`config.mk`:
```
export PLATFORM = sky130hd
export DESIGN_NAME = sap_core_flat
export DESIGN_NICKNAME = d
export VERILOG_FILES = /design/src/rtl/sap_pkg.sv /design/src/rtl/sap_core_if.sv /design/src/rtl/sap_ram.sv /design/src/rtl/sap_core.sv /design/src/flat_wrapper.sv
export SDC_FILE = /design/constraint.sdc
export NUM_CORES = 1
export LEC_CHECK = 0
export BUFFER_PORTS_ARGS = -buffer_cell sky130_fd_sc_hd__buf_2
export CAP_MARGIN = 20
export CORE_ASPECT_RATIO = 1.4
export CORE_MARGIN = 2
export CORE_UTILIZATION = 35
export DETAILED_ROUTE_END_ITERATION = 10
export GPL_TIMING_DRIVEN = 1
export HOLD_SLACK_MARGIN = 0.03
export PLACE_DENSITY_LB_ADDON = 0.2
export SLEW_MARGIN = 20
export SYNTH_ARGS = -nofsm -noshare
export SYNTH_HDL_FRONTEND = slang
export SYNTH_SLANG_ARGS = --single-unit
```
`constraint.sdc`:
```
create_clock -name clk -period 4.93 [get_ports clk]
set_input_delay 0.7395 -clock clk [delete_from_list [all_inputs] [get_ports clk]]
set_output_delay 0.7395 -clock clk [all_outputs]
set_load 0.02 [all_outputs]
```
`src/rtl/sap_pkg.sv`:
```
// Shared definitions for the SAP core: opcodes, T-state encoding and the ALU helper.
package sap_pkg;

    localparam logic [3:0] OP_LDA = 4'd0;
    localparam logic [3:0] OP_ADD = 4'd1;
    localparam logic [3:0] OP_SUB = 4'd2;
    localparam logic [3:0] OP_STA = 4'd3;
    localparam logic [3:0] OP_JMP = 4'd4;
    localparam logic [3:0] OP_JZ  = 4'd5;
    localparam logic [3:0] OP_JC  = 4'd6;
    localparam logic [3:0] OP_LDI = 4'd7;
    localparam logic [3:0] OP_OUT = 4'd14;
    localparam logic [3:0] OP_HLT = 4'd15;

    typedef enum logic [2:0] {
        T1 = 3'd0,
        T2 = 3'd1,
        T3 = 3'd2,
        T4 = 3'd3,
        T5 = 3'd4,
        T6 = 3'd5
    } tstate_e;

    localparam int unsigned ALU_MAX_W = 32;

    // Returns {carry, result} in bits [w:0]; for subtraction the carry means no borrow (a >= b).
    function automatic logic [ALU_MAX_W:0] alu_calc(input logic [ALU_MAX_W-1:0] a,
                                                    input logic [ALU_MAX_W-1:0] b,
                                                    input logic sub,
                                                    input int unsigned w);
        logic [ALU_MAX_W:0] mask;
        logic [ALU_MAX_W:0] bb;
        logic [ALU_MAX_W:0] r;
        mask = ((ALU_MAX_W+1)'(1) << w) - (ALU_MAX_W+1)'(1);
        bb   = sub ? (~{1'b0, b} & mask) : {1'b0, b};
        r    = {1'b0, a} + bb + (ALU_MAX_W+1)'(sub);
        return r & ((mask << 1) | (ALU_MAX_W+1)'(1));
    endfunction

endpackage

```
`src/rtl/sap_core_if.sv`:
```
// Front-panel and display-side signal bundle of the SAP core.
interface sap_core_if #(
    parameter int unsigned DATA_W = 8,
    parameter int unsigned ADDR_W = 4
);
    logic              run;
    logic              step;
    logic              prog_we;
    logic [ADDR_W-1:0] prog_addr;
    logic [DATA_W-1:0] prog_data;
    logic [DATA_W-1:0] dbg_data;
    logic [DATA_W-1:0] obus;
    logic              out_valid;
    logic [2:0]        state;
    logic [ADDR_W-1:0] pc;
    logic              halted;
    logic              flag_z;
    logic              flag_c;

    modport master (
        output run, step, prog_we, prog_addr, prog_data,
        input  dbg_data, obus, out_valid, state, pc, halted, flag_z, flag_c
    );

    modport slave (
        input  run, step, prog_we, prog_addr, prog_data,
        output dbg_data, obus, out_valid, state, pc, halted, flag_z, flag_c
    );
endinterface

```
`src/rtl/sap_ram.sv`:
```
// Program RAM: asynchronous read by MAR, synchronous write, registered debug read port.
module sap_ram #(
    parameter int unsigned DATA_W = 8,
    parameter int unsigned ADDR_W = 4
) (
    input  logic              clk,
    input  logic              we,
    input  logic [ADDR_W-1:0] waddr,
    input  logic [DATA_W-1:0] wdata,
    input  logic [ADDR_W-1:0] raddr,
    output logic [DATA_W-1:0] rdata,
    input  logic [ADDR_W-1:0] dbg_addr,
    output logic [DATA_W-1:0] dbg_data
);
    localparam int unsigned Depth = 2 ** ADDR_W;

    logic [DATA_W-1:0] mem [Depth];

    always_ff @(posedge clk) begin
        if (we) begin
            mem[waddr] <= wdata;
        end
        dbg_data <= mem[dbg_addr];
    end

    assign rdata = mem[raddr];
endmodule

```
`src/rtl/sap_core.sv`:
```
// SAP processor core: six-T-state control FSM, datapath and program RAM on one clock.
// Optional: define SAP_COND_JUMP_EN to enable JZ/JC (otherwise they decode as NOP).
module sap_core
    import sap_pkg::*;
#(
    parameter int unsigned DATA_W = 8,
    parameter int unsigned ADDR_W = 4,
    parameter int unsigned OP_W   = 4
) (
    input logic       clk,
    input logic       CLR,
    sap_core_if.slave bus
);
    if (OP_W + ADDR_W != DATA_W || OP_W < 4 || DATA_W > ALU_MAX_W) begin : g_param_check
        $error("sap_core: illegal DATA_W/ADDR_W/OP_W combination");
    end

    tstate_e           state_q, state_d;
    logic [ADDR_W-1:0] pc_q, mar_q;
    logic [DATA_W-1:0] ir_q, a_q, b_q, obus_q;
    logic              out_valid_q, halted_q, z_q, c_q;

    logic              tick;
    logic [OP_W-1:0]   op;
    logic [ADDR_W-1:0] operand;
    logic [DATA_W-1:0] mem_rd;
    logic [DATA_W:0]   alu_res;
    logic              core_we, prog_ok, ram_we;
    logic [ADDR_W-1:0] ram_waddr;
    logic [DATA_W-1:0] ram_wdata;

    assign tick    = (bus.run | bus.step) & ~halted_q & ~CLR;
    assign op      = ir_q[DATA_W-1 -: OP_W];
    assign operand = ir_q[ADDR_W-1:0];
    assign alu_res = (DATA_W+1)'(alu_calc(ALU_MAX_W'(a_q), ALU_MAX_W'(b_q),
                                          op == OP_W'(OP_SUB), DATA_W));

    // Core STA write takes priority over the front-panel program port.
    assign core_we   = tick && state_q == T5 && op == OP_W'(OP_STA);
    assign prog_ok   = bus.prog_we && !bus.run && (halted_q || state_q == T1) && !CLR;
    assign ram_we    = core_we | prog_ok;
    assign ram_waddr = core_we ? mar_q : bus.prog_addr;
    assign ram_wdata = core_we ? a_q : bus.prog_data;

    sap_ram #(
        .DATA_W(DATA_W),
        .ADDR_W(ADDR_W)
    ) u_ram (
        .clk      (clk),
        .we       (ram_we),
        .waddr    (ram_waddr),
        .wdata    (ram_wdata),
        .raddr    (mar_q),
        .rdata    (mem_rd),
        .dbg_addr (bus.prog_addr),
        .dbg_data (bus.dbg_data)
    );

    always_comb begin
        state_d = state_q;
        if (tick) begin
            if (state_q == T4 && op == OP_W'(OP_HLT)) begin
                state_d = T4;
            end else if (state_q == T6) begin
                state_d = T1;
            end else begin
                state_d = tstate_e'(state_q + 3'd1);
            end
        end
    end

    always_ff @(posedge clk) begin
        if (CLR) begin
            state_q <= T1;
        end else begin
            state_q <= state_d;
        end
    end

    always_ff @(posedge clk) begin
        if (CLR) begin
            pc_q        <= '0;
            mar_q       <= '0;
            ir_q        <= '0;
            a_q         <= '0;
            b_q         <= '0;
            obus_q      <= '0;
            out_valid_q <= 1'b0;
            halted_q    <= 1'b0;
            z_q         <= 1'b0;
            c_q         <= 1'b0;
        end else begin
            out_valid_q <= 1'b0;
            if (tick) begin
                case (state_q)
                    T1: mar_q <= pc_q;
                    T2: pc_q  <= pc_q + ADDR_W'(1);
                    T3: ir_q  <= mem_rd;
                    T4: begin
                        case (op)
                            OP_W'(OP_LDA), OP_W'(OP_ADD), OP_W'(OP_SUB), OP_W'(OP_STA):
                                mar_q <= operand;
                            OP_W'(OP_JMP): pc_q <= operand;
`ifdef SAP_COND_JUMP_EN
                            OP_W'(OP_JZ):  if (z_q) pc_q <= operand;
                            OP_W'(OP_JC):  if (c_q) pc_q <= operand;
`endif
                            OP_W'(OP_LDI): a_q <= DATA_W'(operand);
                            OP_W'(OP_OUT): begin
                                obus_q      <= a_q;
                                out_valid_q <= 1'b1;
                            end
                            OP_W'(OP_HLT): halted_q <= 1'b1;
                            default: ;
                        endcase
                    end
                    T5: begin
                        if (op == OP_W'(OP_LDA)) begin
                            a_q <= mem_rd;
                        end else if (op == OP_W'(OP_ADD) || op == OP_W'(OP_SUB)) begin
                            b_q <= mem_rd;
                        end
                    end
                    T6: begin
                        if (op == OP_W'(OP_ADD) || op == OP_W'(OP_SUB)) begin
                            {c_q, a_q} <= alu_res;
                            z_q        <= (alu_res[DATA_W-1:0] == '0);
                        end
                    end
                    default: ;
                endcase
            end
        end
    end

    assign bus.obus      = obus_q;
    assign bus.out_valid = out_valid_q;
    assign bus.state     = state_q;
    assign bus.pc        = pc_q;
    assign bus.halted    = halted_q;
    assign bus.flag_z    = z_q;
    assign bus.flag_c    = c_q;
endmodule

```
`src/flat_wrapper.sv`:
```
// flat-port wrapper written by rule: the top's interface ports become plain ports
module sap_core_flat import sap_pkg::*;
#(
    parameter int unsigned DATA_W = 8,
    parameter int unsigned ADDR_W = 4,
    parameter int unsigned OP_W   = 4
)
  (clk, CLR, bus_run, bus_step, bus_prog_we, bus_prog_addr, bus_prog_data, bus_dbg_data, bus_obus, bus_out_valid, bus_state, bus_pc, bus_halted, bus_flag_z, bus_flag_c);
  sap_core_if #(.DATA_W(DATA_W), .ADDR_W(ADDR_W)) bus_i ();
  input logic clk;
  input logic CLR;
  input wire logic [$bits(bus_i.run)-1:0] bus_run;
  input wire logic [$bits(bus_i.step)-1:0] bus_step;
  input wire logic [$bits(bus_i.prog_we)-1:0] bus_prog_we;
  input wire logic [$bits(bus_i.prog_addr)-1:0] bus_prog_addr;
  input wire logic [$bits(bus_i.prog_data)-1:0] bus_prog_data;
  output wire logic [$bits(bus_i.dbg_data)-1:0] bus_dbg_data;
  output wire logic [$bits(bus_i.obus)-1:0] bus_obus;
  output wire logic [$bits(bus_i.out_valid)-1:0] bus_out_valid;
  output wire logic [$bits(bus_i.state)-1:0] bus_state;
  output wire logic [$bits(bus_i.pc)-1:0] bus_pc;
  output wire logic [$bits(bus_i.halted)-1:0] bus_halted;
  output wire logic [$bits(bus_i.flag_z)-1:0] bus_flag_z;
  output wire logic [$bits(bus_i.flag_c)-1:0] bus_flag_c;
  assign bus_i.run = bus_run;
  assign bus_i.step = bus_step;
  assign bus_i.prog_we = bus_prog_we;
  assign bus_i.prog_addr = bus_prog_addr;
  assign bus_i.prog_data = bus_prog_data;
  assign bus_dbg_data = bus_i.dbg_data;
  assign bus_obus = bus_i.obus;
  assign bus_out_valid = bus_i.out_valid;
  assign bus_state = bus_i.state;
  assign bus_pc = bus_i.pc;
  assign bus_halted = bus_i.halted;
  assign bus_flag_z = bus_i.flag_z;
  assign bus_flag_c = bus_i.flag_c;
  sap_core #(.DATA_W(DATA_W), .ADDR_W(ADDR_W), .OP_W(OP_W)) u_core (.clk(clk), .CLR(CLR), .bus(bus_i));
endmodule
```
**Yosys cells after proc, flatten, opt, wreduce, memory -nomap -nowiden**

Memory sizes are Yosys's and may differ from the RTL's. A register that Yosys moved wholly into a read port is not among the register bits.
Index checks and enable logic that the tools add are counted.

- Register bits after elaboration: 47
- Bits in writable memories: 128
- Input bits: 17
- Output and inout bits: 27
- Logic and storage cells: 87
- Memories kept: 1

Memories:

| name | depth | bits a word | read ports | clocked after memory_dff | write ports | RTL line | RTL |
|---|---|---|---|---|---|---|---|
| u_core.u_ram.mem | 16 | 8 | 2 | 2 | 1 | sap_ram.sv:17 | `logic [DATA_W-1:0] mem [Depth];` |

- $add $sub $neg: 4
- Equal/unequal tests: 17
- Multiplexer cells: 18
- Bitwise gates (word level): 10
- Reductions and logical operators: 26

Operators with widths:

| kind | number |
|---|---|
| $mux W8 | 5 |
| $pmux W8 S3 | 1 |
| $mux W4 | 5 |
| $pmux W4 S2 | 2 |
| $reduce_and A3 Y1 | 5 |
| $ne A2 B2 Y1 const B | 5 |
| $add A8 B9 Y9 | 1 |
| $add A9 B1 Y9 | 1 |
| $eq A4 B2 Y1 const B | 2 |
| $eq A4 B3 Y1 const B | 2 |
| $eq A4 B4 Y1 const B | 2 |
| $logic_not A8 Y1 | 1 |
| $not A8 Y8 | 1 |
| $eq A3 B2 Y1 const B | 2 |
| $eq A3 B3 Y1 const B | 2 |
| $logic_and A1 B1 Y1 | 6 |
| $mux W3 | 2 |
| $not A1 Y1 | 5 |
| $reduce_and A5 Y1 | 1 |
| $add A4 B1 Y4 const B | 1 |
| $eq A4 B1 Y1 const B | 1 |
| $logic_not A4 Y1 | 1 |
| $reduce_and A4 Y1 | 1 |
| $reduce_bool A2 Y1 | 2 |
| other kinds (12) | 18 |

**Longest topological paths before layout**

Gate-level depths: netlist of the first run.

- Word-level depth: 8
- Mapped depth: 11
- Depth with buffers taken out: 9

**Cells and area by module**

Synthesis of the first run repeated with hierarchy kept, for this count alone.

- Cells, all modules: 644
- Area, all modules: 8972.4 µm²

Modules (own cells, without submodules):

| module | instances | cells an instance | area an instance (µm²) | seq. area each (µm²) |
|---|---|---|---|---|
| sap_ram | 1 | 299 | 6184.7 | 4003.8 |
| sap_core | 1 | 345 | 2787.7 | 940.9 |

**Least setup slack after synthesis of the first run**

OpenSTA, ideal clock, no wires.

- Kind: register -> register
- From: reg u_core.ir_q[4]
- To: reg u_core.a_q[7]
- Library setup time: 0.070 ns
- Data arrival time: 2.841 ns
- Data required time: 4.860 ns
- Setup slack: 2.018 ns
- Cell stages (with the launch flop): 11
- Buffers on the path: 2
- Clock period less this slack: 2.912 ns
- Path through: dfxtp_1 clkbuf_1 nor4b_1 buf_2 xor2_1 ha_1 a31o_2 a221oi_1 o221a_2 mux2_2 a21oi_1

- Longest elaborated chain between the ends: 6
- Elaborated cells on any way between the ends: 14
- Those cells by class: 2 x add/sub; 6 x eq/ne; 3 x mux; 3 x reduce/logical

RTL lines:

| item | RTL line | RTL |
|---|---|---|
| start: declaration | sap_core.sv:20 | `logic [DATA_W-1:0] ir_q, a_q, b_q, obus_q;` |
| start signal: assignment | sap_core.sv:98 | `T3: ir_q <= mem_rd;` |
| $eq A4 B2 Y1 | sap_core.sv:36, sap_core.sv:125 |  |
| $mux W8 | sap_pkg.sv:35 | `bb = sub ? (~{1'b0, b} & mask) : {1'b0, b};` |
| $add A8 B9 Y9 | sap_pkg.sv:36 | `r = {1'b0, a} + bb + (ALU_MAX_W+1)'(sub);` |
| $add A9 B1 Y9 | sap_pkg.sv:36 |  |
| $mux W8 | sap_core.sv:125 | `if (op == OP_W'(OP_ADD) \|\| op == OP_W'(OP_SUB)) begin` |
| $pmux W8 S3 | sap_core.sv:95 | `case (state_q)` |
| end signal: assignment | sap_core.sv:108 | `OP_W'(OP_LDI): a_q <= DATA_W'(operand);` |
| end signal: assignment | sap_core.sv:119 | `a_q <= mem_rd;` |
| end signal: assignment | sap_core.sv:126 | `{c_q, a_q} <= alu_res;` |
| end: declaration | sap_core.sv:20 |  |

Several ways; a longest one is shown, not always the timed one. The select of a mux whose other input is x is not followed.
A chain may end at the register's enable or synchronous reset.

**Worst setup path after layout of the first run**

- From: reg u_core.state_q[2] (netlist: u_core.bus.state[2])
- To: mem u_core.u_ram.mem[10][7] (enable)

- Longest elaborated chain between the ends: 7
- Elaborated cells on any way between the ends: 11
- Those cells by class: 1 x eq/ne; 3 x mux; 1 x bitwise; 6 x reduce/logical

RTL lines:

| item | RTL line | RTL |
|---|---|---|
| start: declaration | sap_core.sv:18 | `tstate_e state_q, state_d;` |
| start signal: assignment | sap_core.sv:76 | `state_q <= state_d;` |
| $logic_not A3 Y1 | sap_core.sv:40 | `assign prog_ok = bus.prog_we && !bus.run && (halted_q \|\| state_q == T1) && !CLR;` |
| $logic_or A1 B1 Y1 | sap_core.sv:40 |  |
| $logic_and A1 B1 Y1 (2 in a row) | sap_core.sv:40 |  |
| $or A1 B1 Y1 | sap_core.sv:41 | `assign ram_we = core_we \| prog_ok;` |
| $mux W1 | sap_ram.sv:20 | `if (we) begin` |
| $mux W1 (not written as such) | sap_ram.sv:21 | `mem[waddr] <= wdata;` |
| end: declaration | sap_ram.sv:17 |  |

Several ways; a longest one is shown, not always the timed one.

==> flow_summary.yaml, run 1 <==
timing:
  fmax_ghz: 0.297
  post-route-min-period_ps: 3370
  finalMaxSlewViolations: 0
  finalCritPeriodShare_pct: 68.4
  setup_viol_count_final: 0
  tns_ps: 0
  rsz0062_at_grt: "false"
  worst_clock_skew_ps: 10.2
  worstMarginPinSlew_ps: 925
  finalHoldViolations: 0
  slew_headroom_pct: 38.3
setup_path:
  endpoint_kind: "flip-flop"
  slowest_stage: "a31oi_1"
  required_ps: 5040
  crit_arrival_ps: 3480
  timing.critical_path.buf_inv: 0
  slowest_delay_ps: 750
  critPathKind: "reg2reg"
  critical-path-top-delay-family: "simple AND/OR/NAND/NOR gates"
  crit_fanout: 12
  cp_cell_sequence: "nor3b_2 -> and4_1 -> nand3_1 -> a31oi_1 -> nor2_1"
  setup.worst_path.start_class: "flip-flop"
place:
  portBuffers: 43
  placed_cell_area_um2: 9500
  gp_congestion: 0.864
  dp_hpwl_um: 18300
layout:
  seqCellArea_um2: 5030
  final_common_cell: "edfxtp_1"
  multi_input_area_um2: 3760
  final_area_um2: 10100
  fill_cells: 2298
  nets: 669
  final_core_util_pct: 39.9
  drive_gt1_share_pct: 27.3
  diodes: 0
  area_growth_pct: 12.3
  layout_common_cells: "edfxtp_1, mux4_2, dfxtp_1"
logic_synthesis:
  ys_seq_area_share_pct: 55.8
  ys_types: 60
  syn_inst: 609
  synth_area_per_cell_um2: 14.8
  syn_nets: 637
  yosys.area_share.simple_pct: 7.80
  synth-adder-area-share_pct: 1.61
  synth_xor_area_share_pct: 1.17
  synth_compound_gate_area_share_pct: 6.38
  synth_top_family_by_area: "multiplexers"
  synth_edf_count: 128
  synthFlopType: "edfxtp_1"
  synth-async-reset-ratio_pct: 0
  yosys_warnings: 0
  synth-seq-cells: 187
  netlist_area_um2: 9000
  synth_mux_area_share_pct: 24.5
die:
  dieArea_um2: 27000
  initial_core_util_pct: 35.6
  die-width_um: 140
  die_h_um: 194
  io_pins: 44
  rows: 69
  design.core.area_um2: 25300
grt:
  antenna_found_initial: 1
  grt_remaining_overflow: 0
  grt_pass1_vias: 5684
  grt_max_degree: 45
  grt_pass1_wl_um: 36800
  grt_usage_pct: 18.6
power_and_ir_drop:
  power.density_nw_per_um2: 342
  p_seq_share_pct: 50.4
  finalPower_uw: 3460
  p_comb_share_pct: 9.7
  switchingPower_uw: 860
  ir_worst_vdd_uv: 242
  clock_power_share_pct: 39.9
  internal_power_uw: 2600
  p_leak_uw: 0.00334
  swShare_pct: 24.9
route:
  first_pass_iters: 5
  drcViolationCount: 0
  drt_iter0_markers: 529
  via_count: 5649
  ant_nets: 0
  routedWlPerCell_um: 25.6
  via_per_inst: 5.81
  totalWireLength_um: 24900
clocking:
  clk_pin_slew_ps: 80
  cts_buffer_depth: 2
  tritoncts: "built"
  numCtsBuffers: 17
  clock-sinks: 187
  clock_latency_ps: 440
  post_cts_resized: 0
  ctsRootBufferMaster: "clkbuf_16"
  cts_setup_buffers: 0
  ctsHoldBuffers: 0
  htreeDepth: 4
outcome:
  status: "finished clean"
flow_run:
  drv_cap: 0
hold_path:
  hold_path_class: "reg2reg"
worst min-delay path, stage by stage, from the launching register on:
cell,delay [ps]
dfxtp_1,320
nand2_1,50
a21oi_1,50
cells in the mapped netlist, drive strengths merged, types with 6 or more instances:
library cell	instances	area [µm²]
edfxtp	128	3840
mux4	78	1790
dfxtp	59	1180
nor2	57	214
nand2	29	109
mux2i	25	250
a21oi	23	115
clkbuf	20	75.1
inv	17	63.8
buf	16	101
o21ai	16	80.1
mux2	15	169
nand3	14	70.1
ha	10	125
a211oi	8	60.1
xor2	8	70.1
a311oi	6	52.6
path summary, 6_finish.rpt:
| kind | from | to | slack (ps) | cells after the start |
|---|---|---|---|---|
| setup / recovery | u_core.bus.state[2] | u_core.u_ram.mem[10][7] | 1560 | 5 |
| hold / removal | u_core.b_q[7] | u_core.b_q[7] | 470 | 2 |
| setup reg to reg | u_core.bus.state[2] | u_core.u_ram.mem[10][7] | 1560 | 5 |
| hold reg to reg | u_core.b_q[7] | u_core.b_q[7] | 470 | 2 |
power groups by stage:
| stage | combinational, µW | clock (µW) | sequential, µW |
|---|---|---|---|
| floorplan | 234 | 0 | 1760 |
| global placement | 334 | 0 | 1780 |
| detailed placement | 335 | 0 | 1780 |
| CTS | 336 | 1410 | 1740 |
| global route | 353 | 1460 | 1750 |
| finish | 336 | 1380 | 1740 |
stage by stage:
step / hold WS (ps) / setup slack (ps) / instances
2_1_floorplan: 448 / 2020 / 609
3_3_place_gp: 461 / 1650 / 941
3_5_place_dp: 462 / 1530 / 941
4_1_cts: 473 / 1630 / 972
5_1_grt: 486 / 1310 / 972
6_report: 470 / 1560 / 972
routing by layer:
metal,routed length [µm],vias to the layer above,global-route usage [%]
li1,-,2488,-
met1,9000,2895,20.4
met2,13600,227,34.2
met3,1180,37,3.66
met4,1020,2,8.87
met5,10,-,0
sequential cells by signal, indices dropped and copies added, names as in the netlist, 3 cells and up, named ones only:
name                   flops
u_core.bus.state           3
u_core.u_ram.mem         128
u_core.bus.obus            8
u_core.bus.pc              4
u_core.a_q                 8
u_core.b_q                 8
u_core.mar_q               4
u_core.u_ram.dbg_data      8
u_core.ir_q                8
cells by family after synthesis:
| group | after synthesis |
|---|---|
| AO/OA/AOI/OAI | 84 |
| XOR/XNOR | 12 |
| adder cells (fa/ha/maj) | 11 |
| buffers and inverters | 53 |
| flip-flops | 187 |
| multiplexers | 118 |
| AND/OR/NAND/NOR | 144 |
layout make-up:
| class | count | area share, % |
|---|---|---|
| clock buffer | 17 | 4.21 |
| clock inverter | 14 | 1.60 |
| inverter | 17 | 0.632 |
| multi-input combinational | 369 | 37.3 |
| sequential | 187 | 49.8 |
| tap | 319 | 3.95 |
| timing repair buffer | 49 | 2.58 |
No activity file was read; power rests on OpenSTA's default activity.
==> run 2: changes to the inputs <==
--- a/config.mk
+++ b/config.mk
@@ -5,6 +5,7 @@
 export SDC_FILE = /design/constraint.sdc
 export NUM_CORES = 1
 export LEC_CHECK = 0
+export ABC_AREA = 1
 export BUFFER_PORTS_ARGS = -buffer_cell sky130_fd_sc_hd__buf_2
 export CAP_MARGIN = 20
 export CORE_ASPECT_RATIO = 1.4
==> constraint.sdc (replaced) <==
create_clock -name clk -period 2.71 [get_ports clk]
set_input_delay 0.4065 -clock clk [delete_from_list [all_inputs] [get_ports clk]]
set_output_delay 0.4065 -clock clk [all_outputs]
set_load 0.02 [all_outputs]
==> flow_summary.yaml, run 2 <==
clocking:
  ctsHoldBuffers: 0
  clock_latency_ps: 440
  clk_pin_slew_ps: 70
  cts_buffer_depth: 2
  numCtsBuffers: 17
  tritoncts: "built"
  clock-sinks: 187
  ctsRootBufferMaster: "clkbuf_16"
  htreeDepth: 4
logic_synthesis:
  synth-async-reset-ratio_pct: 0
  synth-seq-cells: 187
  yosys_warnings: 0
  ys_top_cells_by_count: "nand2_1, inv_1, a21oi_1, o21ai_0, edfxtp_1"
  synth_area_per_cell_um2: 8.82
  synthFlopType: "edfxtp_1"
  synth_compound_gate_area_share_pct: 20.6
  synth_top_family_by_area: "compound AO/OA/AOI/OAI gates"
  yosys.area_share.simple_pct: 14.2
  ys_types: 43
  netlist_area_um2: 9340
  synth_top_area_share_pct: 41.1
  ys_seq_area_share_pct: 53.8
  synth_most_common_cell: "nand2_1"
  yosys.area.top_type: "edfxtp_1"
  synth-adder-area-share_pct: 1.55
  synth_edf_count: 128
  synth_mux_area_share_pct: 0
  syn_inst: 1059
  ys_top_cells_by_area: "edfxtp_1, dfxtp_1, a21oi_1, o21ai_0, nand2_1"
  syn_nets: 1087
  synth_xor_area_share_pct: 1.03
timing:
  rsz0062_at_grt: "false"
  finalMaxSlewViolations: 0
  slew_headroom_pct: 50.8
  tns_ps: 0
  post-route-min-period_ps: 2350
  finalHoldViolations: 0
  fmax_ghz: 0.426
  finalCritPeriodShare_pct: 86.6
  setup_viol_count_final: 0
  worstMarginPinSlew_ps: 737
  worst_clock_skew_ps: 11.0
  holdWs_ps: 292
layout:
  top_register: "u_core.u_ram.mem"
  multi_input_area_um2: 3500
  area_growth_pct: 13.4
  layout_common_cells: "nand2_1, inv_1, a21oi_1"
  nets: 1130
  largest_reg_flops: 128
  final_core_util_pct: 40.5
  final_cells: 1439
  fill_cells: 2585
  final_area_um2: 10600
  seqCellArea_um2: 5030
  drive_gt1_share_pct: 12.7
  final_common_cell: "nand2_1"
  diodes: 0
setup_path:
  setup.worst_path.start_class: "flip-flop"
  endpoint_kind: "flip-flop"
  critPathKind: "reg2reg"
  crit_arrival_ps: 2490
  required_ps: 2860
  r2r-end: "u_core.u_ram.mem[7][4]"
  r2r_start: "u_core.bus.state[0]"
  slowest_delay_ps: 380
  reg2regPathDepth: 10
  cp_cell_sequence: "inv_2 -> nand3_2 -> inv_2 -> nand4_4 -> nand2_1 -> o21ai_1 -> a21oi_1 -> nand2_1 -> nor2_1 -> buf_4"
  worst-r2r-setup-slack_ps: 360
  slowest_stage: "dfxtp_1"
  crit_fanout: 11
power_and_ir_drop:
  power.density_nw_per_um2: 594
  ir_worst_vdd_uv: 504
  p_leak_uw: 0.00420
place:
  portBuffers: 43
  dp_hpwl_um: 17900
  placed_cells: 1407
  gp_congestion: 0.879
  placed_cell_area_um2: 10100
outcome:
  status: "finished clean"
route:
  totalWireLength_um: 26000
  via_count: 7575
  drt_iter0_markers: 622
  routedWlPerCell_um: 18.0
  ant_nets: 0
  via_per_inst: 5.26
  drcViolationCount: 0
  first_pass_iters: 5
die:
  design.core.area_um2: 26200
  rows: 70
  die_h_um: 197
  die-width_um: 142
  dieArea_um2: 28000
  initial_core_util_pct: 35.7
  io_pins: 44
hold_path:
  hold_start: "CLR"
  hold_depth: 2
  hold_end: "u_core.bus.pc[2]"
  hold_path_class: "in2reg"
grt:
  grt_max_degree: 65
  grt_remaining_overflow: 0
  grt_pass1_wl_um: 40600
  grt_pass1_vias: 7233
  antenna_found_initial: 0
  grt_usage_pct: 19.2
flow_run:
  drv_cap: 0
-- run 2: layout make-up --
| class | instances | area share [%] |
|---|---|---|
| Sequential cell | 187 | 47.5 |
| Multi-Input combinational cell | 663 | 33.1 |
| Timing Repair Buffer | 86 | 5.34 |
| Inverter | 147 | 5.23 |
| Clock buffer | 20 | 4.22 |
| Tap cell | 324 | 3.83 |
| Clock inverter | 12 | 0.862 |
-- run 2: cell families (layout without fill, tap and decap cells) --
family / after synthesis / in the layout
AO/OA/AOI/OAI: 349 / 349
AND/OR/NAND/NOR: 292 / 292
buffers and inverters: 209 / 265
XOR/XNOR: 11 / 11
adder cells (fa/ha/maj): 11 / 11
flip-flops: 187 / 187
-- run 2: worst max path at each step --
stage / startpoint / to / depth (start not counted)
finish: u_core.bus.state[0] / u_core.u_ram.mem[7][4] / 10
global route: u_core.ir_q[5] / u_core.bus.flag_z / 11
CTS: u_core.ir_q[5] / u_core.bus.flag_z / 11
detailed placement: u_core.ir_q[7] / u_core.bus.flag_z / 10
global placement: u_core.ir_q[5] / u_core.bus.flag_z / 11
floorplan: u_core.bus.state[2] / u_core.u_ram.mem[0][7] / 6
-- run 2: critical path, delay by kind of cell, from the launching register on --
family / cells / cell delay, ps
AOI/OAI and AO/OA: 2 / 280
DFF: 1 / 380
buffers and inverters: 3 / 570
and+or+nand+nor: 5 / 820
-- run 2: power breakdown --
group / leakage [µW] / switching (µW) / internal, µW
registers: 0.00163 / 48.6 / 3100
clock network: 0.000262 / 1110 / 1200
logic: 0.00231 / 583 / 254
-- run 2: metal layers --
layer | GRT usage (%) | up-vias | part of all wire (%)
met1 | 22.9 | 3563 | 41
met5 | 0 | - | 0
met3 | 3.10 | 45 | 4.7
met4 | 8.74 | 0 | 3.3
met2 | 33.9 | 213 | 51
li1 | - | 3754 | -
-- run 2: through the flow --
| stage | power, µW | setup slack [ps] |
|---|---|---|
| detailed placement | 4050 | 317 |
| global placement | 4040 | 374 |
| finish | 6290 | 362 |
| floorplan | 3750 | 452 |
| global route | 6550 | 108 |
| CTS | 6340 | 294 |
-- run 2: timing repair --
| item | in CTS | in global routing |
|---|---|---|
| endpoints found under the setup margin | 0 | 1 |
| setup buffers | 0 | 0 |
| resized for setup | 0 | 1 |
